==> config.mk <==
export PLATFORM = sky130hd
export DESIGN_NAME = isa_camac_read_port
export DESIGN_NICKNAME = d
export VERILOG_FILES = /design/src/rtl/isa_camac_read_port.sv
export SDC_FILE = /design/constraint.sdc
export NUM_CORES = 1
export LEC_CHECK = 0
export CAP_MARGIN = 20
export CORE_ASPECT_RATIO = 1.1
export CORE_MARGIN = 5
export CORE_UTILIZATION = 45
export DETAILED_ROUTE_END_ITERATION = 6
export GPL_ROUTABILITY_DRIVEN = 1
export GPL_TIMING_DRIVEN = 0
export PLACE_DENSITY_LB_ADDON = 0.25
export SLEW_MARGIN = 20
export SYNTH_ARGS = -nofsm -noshare
export SYNTH_HDL_FRONTEND = slang
export SYNTH_SLANG_ARGS = --single-unit
==> constraint.sdc <==
create_clock -name clk -period 1.94 [get_ports clk]
set_input_delay 0.388 -clock clk [delete_from_list [all_inputs] [get_ports clk]]
set_output_delay 0.388 -clock clk [all_outputs]
set_load 0.1 [all_outputs]
==> src/rtl/isa_camac_read_port.sv <==
// ISA I/O read responder: fetches a 24-bit CAMAC word via req/ack and
// returns it byte-wise on the ISA bus with IOCHRDY wait-state control.
module isa_camac_read_port #(
    parameter logic [9:0]  BASE_ADDR   = 10'h300,
    parameter int unsigned ACK_TIMEOUT = 255
) (
    input  logic        clk,
    input  logic        rst_n,
    input  logic [9:0]  addr,
    input  logic        aen,
    input  logic        ior_n,
    input  logic [23:0] camac_r,
    input  logic        camac_q,
    input  logic        camac_x,
    input  logic        camac_read_ack,
    output logic        camac_read_req,
    output logic [7:0]  isa_data,
    output logic        isa_oe_n,
    output logic        iochrdy
);

    typedef enum logic [1:0] {
        IDLE,
        REQ,
        DRIVE,
        RELEASE
    } state_t;

    localparam logic [7:0] TMO = 8'(ACK_TIMEOUT);

    state_t      state_q, state_d;
    logic        ior_s1_q, ior_s2_q, ior_s3_q;
    logic [1:0]  off_q, off_d;
    logic        pend_q, pend_d;
    logic        abort_q, abort_d;
    logic [7:0]  cnt_q, cnt_d;
    logic [23:0] r_q, r_d;
    logic        q_q, q_d;
    logic        x_q, x_d;
    logic        to_q, to_d;

    logic        ior_fall;
    logic        hit;
    logic        abort_now;
    logic [7:0]  cnt_inc;

    assign ior_fall  = ior_s3_q & ~ior_s2_q;
    assign hit       = ~aen && (addr[9:2] == BASE_ADDR[9:2]);
    assign abort_now = abort_q | ior_s2_q;
    assign cnt_inc   = cnt_q + 8'd1;

    always_ff @(posedge clk or negedge rst_n) begin
        if (!rst_n) begin
            ior_s1_q <= 1'b1;
            ior_s2_q <= 1'b1;
            ior_s3_q <= 1'b1;
        end else begin
            ior_s1_q <= ior_n;
            ior_s2_q <= ior_s1_q;
            ior_s3_q <= ior_s2_q;
        end
    end

    always_ff @(posedge clk or negedge rst_n) begin
        if (!rst_n) begin
            state_q <= IDLE;
            off_q   <= 2'd0;
            pend_q  <= 1'b0;
            abort_q <= 1'b0;
            cnt_q   <= 8'd0;
            r_q     <= 24'd0;
            q_q     <= 1'b0;
            x_q     <= 1'b0;
            to_q    <= 1'b0;
        end else begin
            state_q <= state_d;
            off_q   <= off_d;
            pend_q  <= pend_d;
            abort_q <= abort_d;
            cnt_q   <= cnt_d;
            r_q     <= r_d;
            q_q     <= q_d;
            x_q     <= x_d;
            to_q    <= to_d;
        end
    end

    always_comb begin
        state_d = state_q;
        off_d   = off_q;
        pend_d  = pend_q;
        abort_d = abort_q;
        cnt_d   = 8'd0;
        r_d     = r_q;
        q_d     = q_q;
        x_d     = x_q;
        to_d    = to_q;
        unique case (state_q)
            IDLE: begin
                // Offset-0 read waits here while the sequencer still shows ack
                if (pend_q) begin
                    if (ior_s2_q) abort_d = 1'b1;
                    if (!camac_read_ack) begin
                        pend_d  = 1'b0;
                        state_d = REQ;
                    end
                end else if (ior_fall && hit) begin
                    off_d   = addr[1:0];
                    abort_d = 1'b0;
                    if (addr[1:0] == 2'd0) begin
                        if (camac_read_ack) pend_d = 1'b1;
                        else state_d = REQ;
                    end else begin
                        state_d = DRIVE;
                    end
                end
            end
            REQ: begin
                cnt_d = cnt_inc;
                if (ior_s2_q) abort_d = 1'b1;
                if (camac_read_ack) begin
                    r_d     = camac_r;
                    q_d     = camac_q;
                    x_d     = camac_x;
                    to_d    = 1'b0;
                    cnt_d   = 8'd0;
                    state_d = abort_now ? IDLE : DRIVE;
                end else if (cnt_inc == TMO) begin
                    r_d     = 24'hFFFFFF;
                    q_d     = 1'b0;
                    x_d     = 1'b0;
                    to_d    = 1'b1;
                    cnt_d   = 8'd0;
                    state_d = abort_now ? IDLE : DRIVE;
                end
            end
            DRIVE: begin
                if (ior_s2_q) state_d = RELEASE;
            end
            RELEASE: begin
                state_d = IDLE;
            end
            default: begin
                state_d = IDLE;
            end
        endcase
    end

    assign camac_read_req = (state_q == REQ);
    assign iochrdy        = ~((state_q == REQ) | pend_q);
    assign isa_oe_n       = (state_q != DRIVE);

    // Mux only from registers that are frozen outside IDLE/REQ
    always_comb begin
        isa_data = 8'h00;
        unique case (off_q)
            2'd0: isa_data = r_q[7:0];
            2'd1: isa_data = r_q[15:8];
            2'd2: isa_data = r_q[23:16];
            2'd3: isa_data = {5'b0, to_q, x_q, q_q};
            default: isa_data = 8'h00;
        endcase
    end

endmodule

==> results.yml, run 1 <==
status:
  outcome: "complete, but fails checks"
  violations: "negative hold slack"
cells_and_area:
  seq_area_mm2: 0.001109
  synthToLayoutAreaGrowth_pct: 45.09
  multi_input_area_mm2: 0.001129
  mostFrequentLayoutCells: "39 x clkdlybuf4s50_1, 38 x dfrtp_1, 32 x nor2_1, 24 x o22ai_1"
  final.fill_count: 340
  final_common_cell: "clkdlybuf4s50_1"
  fin_util: 0.6824
  layout-drive-gt1-share: 0.2842
  layout.nets: 334
  stdcell_count: 348
  diodes: 0
sta:
  fmax_mhz: 522.7
  fin_hold_ws_ns: -0.001275
  setup_total_negative_slack_ns: 0
  finalCriticalPeriod_ns: 1.913
  rsz0062_at_grt: "true"
  hold_viol_final: 4
  worst_slew_pin_slew_ns: 0.4853
  setup_viol: 0
  fin_crit_sh: 0.9862
  finalClockSkew_ns: 0.004947
  slew_violations: 0
  slew_headroom: 0.6787
pwr:
  p_seq_frac: 0.322
  pwr-share-comb: 0.539
  ir_worst_vdd_mv: 0.6387
  p_leak_nw: 1.319
  finalPower_mw: 4.529
  power.density_mw_per_mm2: 1417
  p_sw_mw: 2.051
  p_int_mw: 2.478
  pwr-share-clk: 0.139
  p_sw_frac: 0.4529
route:
  wl_mm: 5.825
  antenna_left: 0
  firstDrtPassIters: 6
  drtIter0Drc: 144
  via_per_inst: 5.641
  drc: 0
  wl_per_cell_um: 16.74
  num_vias: 1963
clock_tree:
  clock_path_buffers: 2
  htree_levels: 2
  clockRootBuffer: "clkbuf_8"
  clk_latency_ns: 0.29
  cts_tree: "yes"
  cts_buffers: 5
  clk_pin_slew_ns: 0.08
  clkSinkCount: 44
yosys:
  syn_inst: 222
  ys_seq_area_frac: 0.5014
  async_flop_share: 1.000
  ys.flop_type: "dfrtp_1"
  avgSynthCellArea_um2: 9.925
  synth-warning-count: 0
  synth_fp_nets: 265
  synth-seq-cells: 44
  synth_cell_types: 43
  synth_area_mm2: 0.002203
  synth_enable_flop_cells: 0
die:
  rows: 26
  die_y_um: 83.39
  io_pins: 52
  start_util: 0.4704
  fp.coreArea_mm2: 0.004684
  die_x_um: 76.72
  die_area_mm2: 0.006397
placed_design:
  dp_cells: 330
  hpwl_mm: 3.953
  io_buffers: 51
  globalplace.congestion: 0.8209
setup_path:
  critPathRequiredTime_ns: 2.16
  critPathKind: "register to register"
  worstPathMaxFanout: 10
  end_kind: "register"
  critPathLaunchType: "register"
  cp.arrival_ns: 2.13
  reg2reg_slack_ns: 0.03
global_route:
  antenna_found_initial: 0
  grt_max_degree: 31
  grt-ovfl-total: 0
  grt_usage: 0.1825
  grt_first_pass_wirelength_mm: 9.591
  grt_pass1_vias: 2011
worst_hold_path:
  worstHoldPathType: "primary input to async pin"
flow_run:
  cap_violations: 0
[stage by stage]
stage          area, um2  setup slack [ns]
3_5_place_dp        2836            -1.081
2_1_floorplan       2241          -0.09096
4_1_cts             3002         -0.009019
5_1_grt             3197          -0.07620
6_report            3197           0.02671
3_3_place_gp        2821            -1.067
[metal layers]
layer | wire, um | GRT usage | part of all wire
met1 | 2425 | 0.2386 | 0.42
met3 | 357 | 0.04221 | 0.061
met5 | 0 | 0 | 0
met2 | 2939 | 0.2911 | 0.50
met4 | 103 | 0.07154 | 0.018
[sequential cells by signal (all words and copies together), names as in the netlist]
name      flops
ior_s2_q      1
ior_s1_q      1
ior_s3_q      1
pend_q        1
q_q           1
cnt_q         8
to_q          1
r_q          24
off_q         2
x_q           1
state_q       2
abort_q       1
[cells in the mapped netlist, types with 3 or more instances]
library cell	n	area, um2
dfrtp_1	41	1026
nor2_1	33	123.9
inv_1	3	11.26
o21ai_0	7	35.03
dfstp_2	3	78.83
mux2i_1	5	50.05
nand3_1	3	15.01
o22ai_1	24	150.1
clkbuf_1	9	33.78
a21oi_2	10	87.58
xor2_1	3	26.28
nor3_1	8	40.04
a21oi_1	16	80.08
nand2_1	11	41.29
nand2b_1	4	25.02
mux4_2	3	67.56
[what timing repair did]
item,in CTS,in global routing
gates resized for setup,81,34
pin swaps,1,6
setup endpoints to repair,41,43
buffers inserted,5,8
hold buffers,0,0
cloned,0,1
[power by group through the flow]
stage / clock [mW] / sequential [mW] / combinational, mW
floorplan: 0 / 1.37 / 1.68
global route: 0.678 / 1.49 / 2.60
finish: 0.630 / 1.46 / 2.44
CTS: 0.639 / 1.43 / 2.25
global placement: 0 / 1.42 / 2.11
detailed placement: 0 / 1.44 / 2.14
[area by class of cell]
class,count,area share
repair buffers,65,0.2106
plain buffers,12,0.03288
inverters,3,0.003523
clock buffers,8,0.03131
flip-flops and latches,44,0.3468
multi-input cells,160,0.3530
well taps,56,0.02192
[cells by family after synthesis]
group	Yosys count	share of synthesized area
and+or+nand+nor	73	0.1573
muxes	10	0.06360
DFF	44	0.5014
xor gates and xnor gates	5	0.01988
buffers and inverters	18	0.03918
adders and majority gates	2	0.01136
AOI/OAI and AO/OA	70	0.2073
[final timing paths]
check                      startpoint         end  cells after the start
max in group asynchronous       rst_n     r_q[18]                      2
hold reg to reg              ior_s1_q    ior_s2_q                      0
min in group clk             ior_s1_q    ior_s2_q                      0
hold / removal                  rst_n  state_q[1]                      1
setup reg to reg             cnt_q[1]     r_q[10]                      7
setup / recovery             cnt_q[1]     r_q[10]                      7
[worst max-delay path, stage by stage (launching register included)]
cell      delay, ns
dfrtp_1        0.40
ha_4           0.17
nand3_4        0.07
or3_4          0.36
a211oi_4       0.37
nand2_4        0.16
buf_6          0.18
a21oi_1        0.13
Power figures use the tool's default switching activity.
==> run 2, diff against run 1 <==
--- a/config.mk
+++ b/config.mk
@@ -8,10 +8,11 @@
 export CAP_MARGIN = 20
 export CORE_ASPECT_RATIO = 1.1
 export CORE_MARGIN = 5
-export CORE_UTILIZATION = 45
+export CORE_UTILIZATION = 49
+export CTS_BUF_LIST = sky130_fd_sc_hd__clkbuf_16
 export DETAILED_ROUTE_END_ITERATION = 6
 export GPL_ROUTABILITY_DRIVEN = 1
-export GPL_TIMING_DRIVEN = 0
+export GPL_TIMING_DRIVEN = 1
 export PLACE_DENSITY_LB_ADDON = 0.25
 export SLEW_MARGIN = 20
 export SYNTH_ARGS = -nofsm -noshare
==> constraint.sdc (replaced) <==
create_clock -name clk -period 2.1 [get_ports clk]
set_input_delay 0.42 -clock clk [delete_from_list [all_inputs] [get_ports clk]]
set_output_delay 0.42 -clock clk [all_outputs]
set_load 0.1 [all_outputs]
==> run 2 against run 1 <==
The run now ends clean; global-route usage is 0.49 points higher; cell area decreased by 2.4%; sequential share of layout area up 0.74 points; non-clock buffer count decreased by 14; sequential power is 8% lower; clock-buffer cell count down 3; critical path depth is 1 lower; die area shrank 7.2%; first-iteration DRC count decreased by 17%; register-to-register slack gained 0.08 ns; worst hold slack improved by 0.19 ns; combinational power decreased by 8.6%.
==> results.yml, run 2 (same netlist as run 1, synthesis figures left out) <==
sta:
  fmax_mhz: 500.6
  setup_total_negative_slack_ns: 0
  slew_violations: 0
  hold_viol_final: 0
  finalClockSkew_ns: 0.004265
  worst_slew_pin_slew_ns: 0.7067
  finalCriticalPeriod_ns: 1.998
  fin_hold_ws_ns: 0.1874
  fin_crit_sh: 0.9512
  slew_headroom: 0.5289
  fin_ws_ns: 0.1025
  setup_viol: 0
die:
  fp.coreArea_mm2: 0.004317
  rows: 25
  die_area_mm2: 0.005939
  die_y_um: 80.33
  start_util: 0.5104
  die_x_um: 73.94
  io_pins: 52
clock_tree:
  cts_hold_buf: 0
  cts_buffers: 5
  clockRootBuffer: "clkbuf_16"
  cts_setup_buffers: 0
  htree_levels: 2
  clock_path_buffers: 2
  cts-resized-gates: 0
  clk_pin_slew_ns: 0.06
  cts_tree: "yes"
  clkSinkCount: 44
  clk_latency_ns: 0.28
placed_design:
  hpwl_mm: 3.734
  io_buffers: 51
  globalplace.congestion: 0.8607
  dp_cells: 324
  postPlaceCellArea_mm2: 0.002940
  post-place-ws_ns: 0.02589
cells_and_area:
  stdcell_area_mm2: 0.003119
  largest_reg_flops: 24
  final_common_cell: "dfrtp_1"
  mostFrequentLayoutCells: "41 x dfrtp_1, 39 x clkdlybuf4s50_1, 32 x nor2_1, 24 x o22ai_1, 16 x a21oi_1"
  layout.nets: 320
  layout-drive-gt1-share: 0.2266
  diodes: 0
  synthToLayoutAreaGrowth_pct: 41.57
  regMostFlops: "r_q"
  largestRegisters: "r_q (24), cnt_q (8)"
  fin_util: 0.7226
  final.fill_count: 313
  stdcell_count: 332
pwr:
  finalPower_mw: 4.440
  ir_worst_vdd_mv: 0.7620
  p_leak_nw: 1.283
  power.density_mw_per_mm2: 1423
global_route:
  grt_max_degree: 33
  antenna_found_initial: 0
  grt-ovfl-total: 0
  grt_usage: 0.1874
  grt_first_pass_wirelength_mm: 8.583
  grt_pass1_vias: 1905
setup_path:
  cp.arrival_ns: 2.18
  critPathRequiredTime_ns: 2.28
  r2r.worst_path.cells: 6
  end_kind: "register"
  r2r-start: "cnt_q[0]"
  reg2reg_slack_ns: 0.10
  reg2reg_to: "state_q[1]"
  worstPathMaxFanout: 5
  critPathLaunchType: "register"
  critPathKind: "register to register"
route:
  wl_per_cell_um: 15.92
  num_vias: 1891
  firstDrtPassIters: 4
  wl_mm: 5.286
  drc: 0
  antenna_left: 0
  via_per_inst: 5.696
  drtIter0Drc: 119
status:
  outcome: "finished clean"
flow_run:
  cap_violations: 0
worst_hold_path:
  worstHoldPathType: "primary input to async pin"
-- run 2: cell types whose count changed in the layout (fill, tap and decap cells not counted), moves of 3 or more --
cell       previous run  this run
clkbuf_8              7         0
clkbuf_1              5         0
dfrtp_2               3         0
dfrtp_1              38        41
a21oi_1              12        16
buf_6                12         0
buf_12                4        12
clkbuf_16             1         5
-- run 2: layout make-up --
class | count | area [um2] | share of cell area
timing repair buffer | 63 | 718.2 | 0.2302
clock inverter | 3 | 42.54 | 0.01364
sequential | 44 | 1105 | 0.3542
clock buffer | 5 | 125.1 | 0.04011
inverter | 3 | 11.26 | 0.003610
tap | 54 | 67.56 | 0.02166
multi-input combinational | 160 | 1050 | 0.3365
-- run 2: per-layer routing --
layer | track usage | share of wire | vias to the layer above
li1 | - | - | 910
met1 | 0.2396 | 0.42 | 926
met2 | 0.3103 | 0.50 | 48
met3 | 0.04255 | 0.062 | 7
met4 | 0.06159 | 0.013 | 0
met5 | 0 | 0 | -
-- run 2: worst max path at each step --
stage               startpoint         end  slack (ns)  cells after the start
floorplan           state_q[0]     iochrdy       -0.32                      6
detailed placement    cnt_q[0]  state_q[0]        0.03                      6
CTS                   cnt_q[0]  state_q[0]        0.02                      6
global placement      cnt_q[0]  state_q[0]        0.12                      6
global route          cnt_q[0]  state_q[1]       -0.04                      6
finish                cnt_q[0]  state_q[1]        0.10                      6
-- run 2: critical path, stage by stage, from the launching register on --
cell      delay [ns]
dfrtp_1         0.41
ha_1            0.22
nand3_2         0.12
or3_4           0.37
a211oi_4        0.32
a21oi_1         0.16
o32ai_1         0.30
-- run 2: where the power goes --
group          internal [mW]  switching, mW  total (mW)
Combinational          0.907           1.33        2.23
Clock                  0.558          0.311       0.869
Sequential              1.11          0.225        1.34
Total                   2.58           1.86        4.44
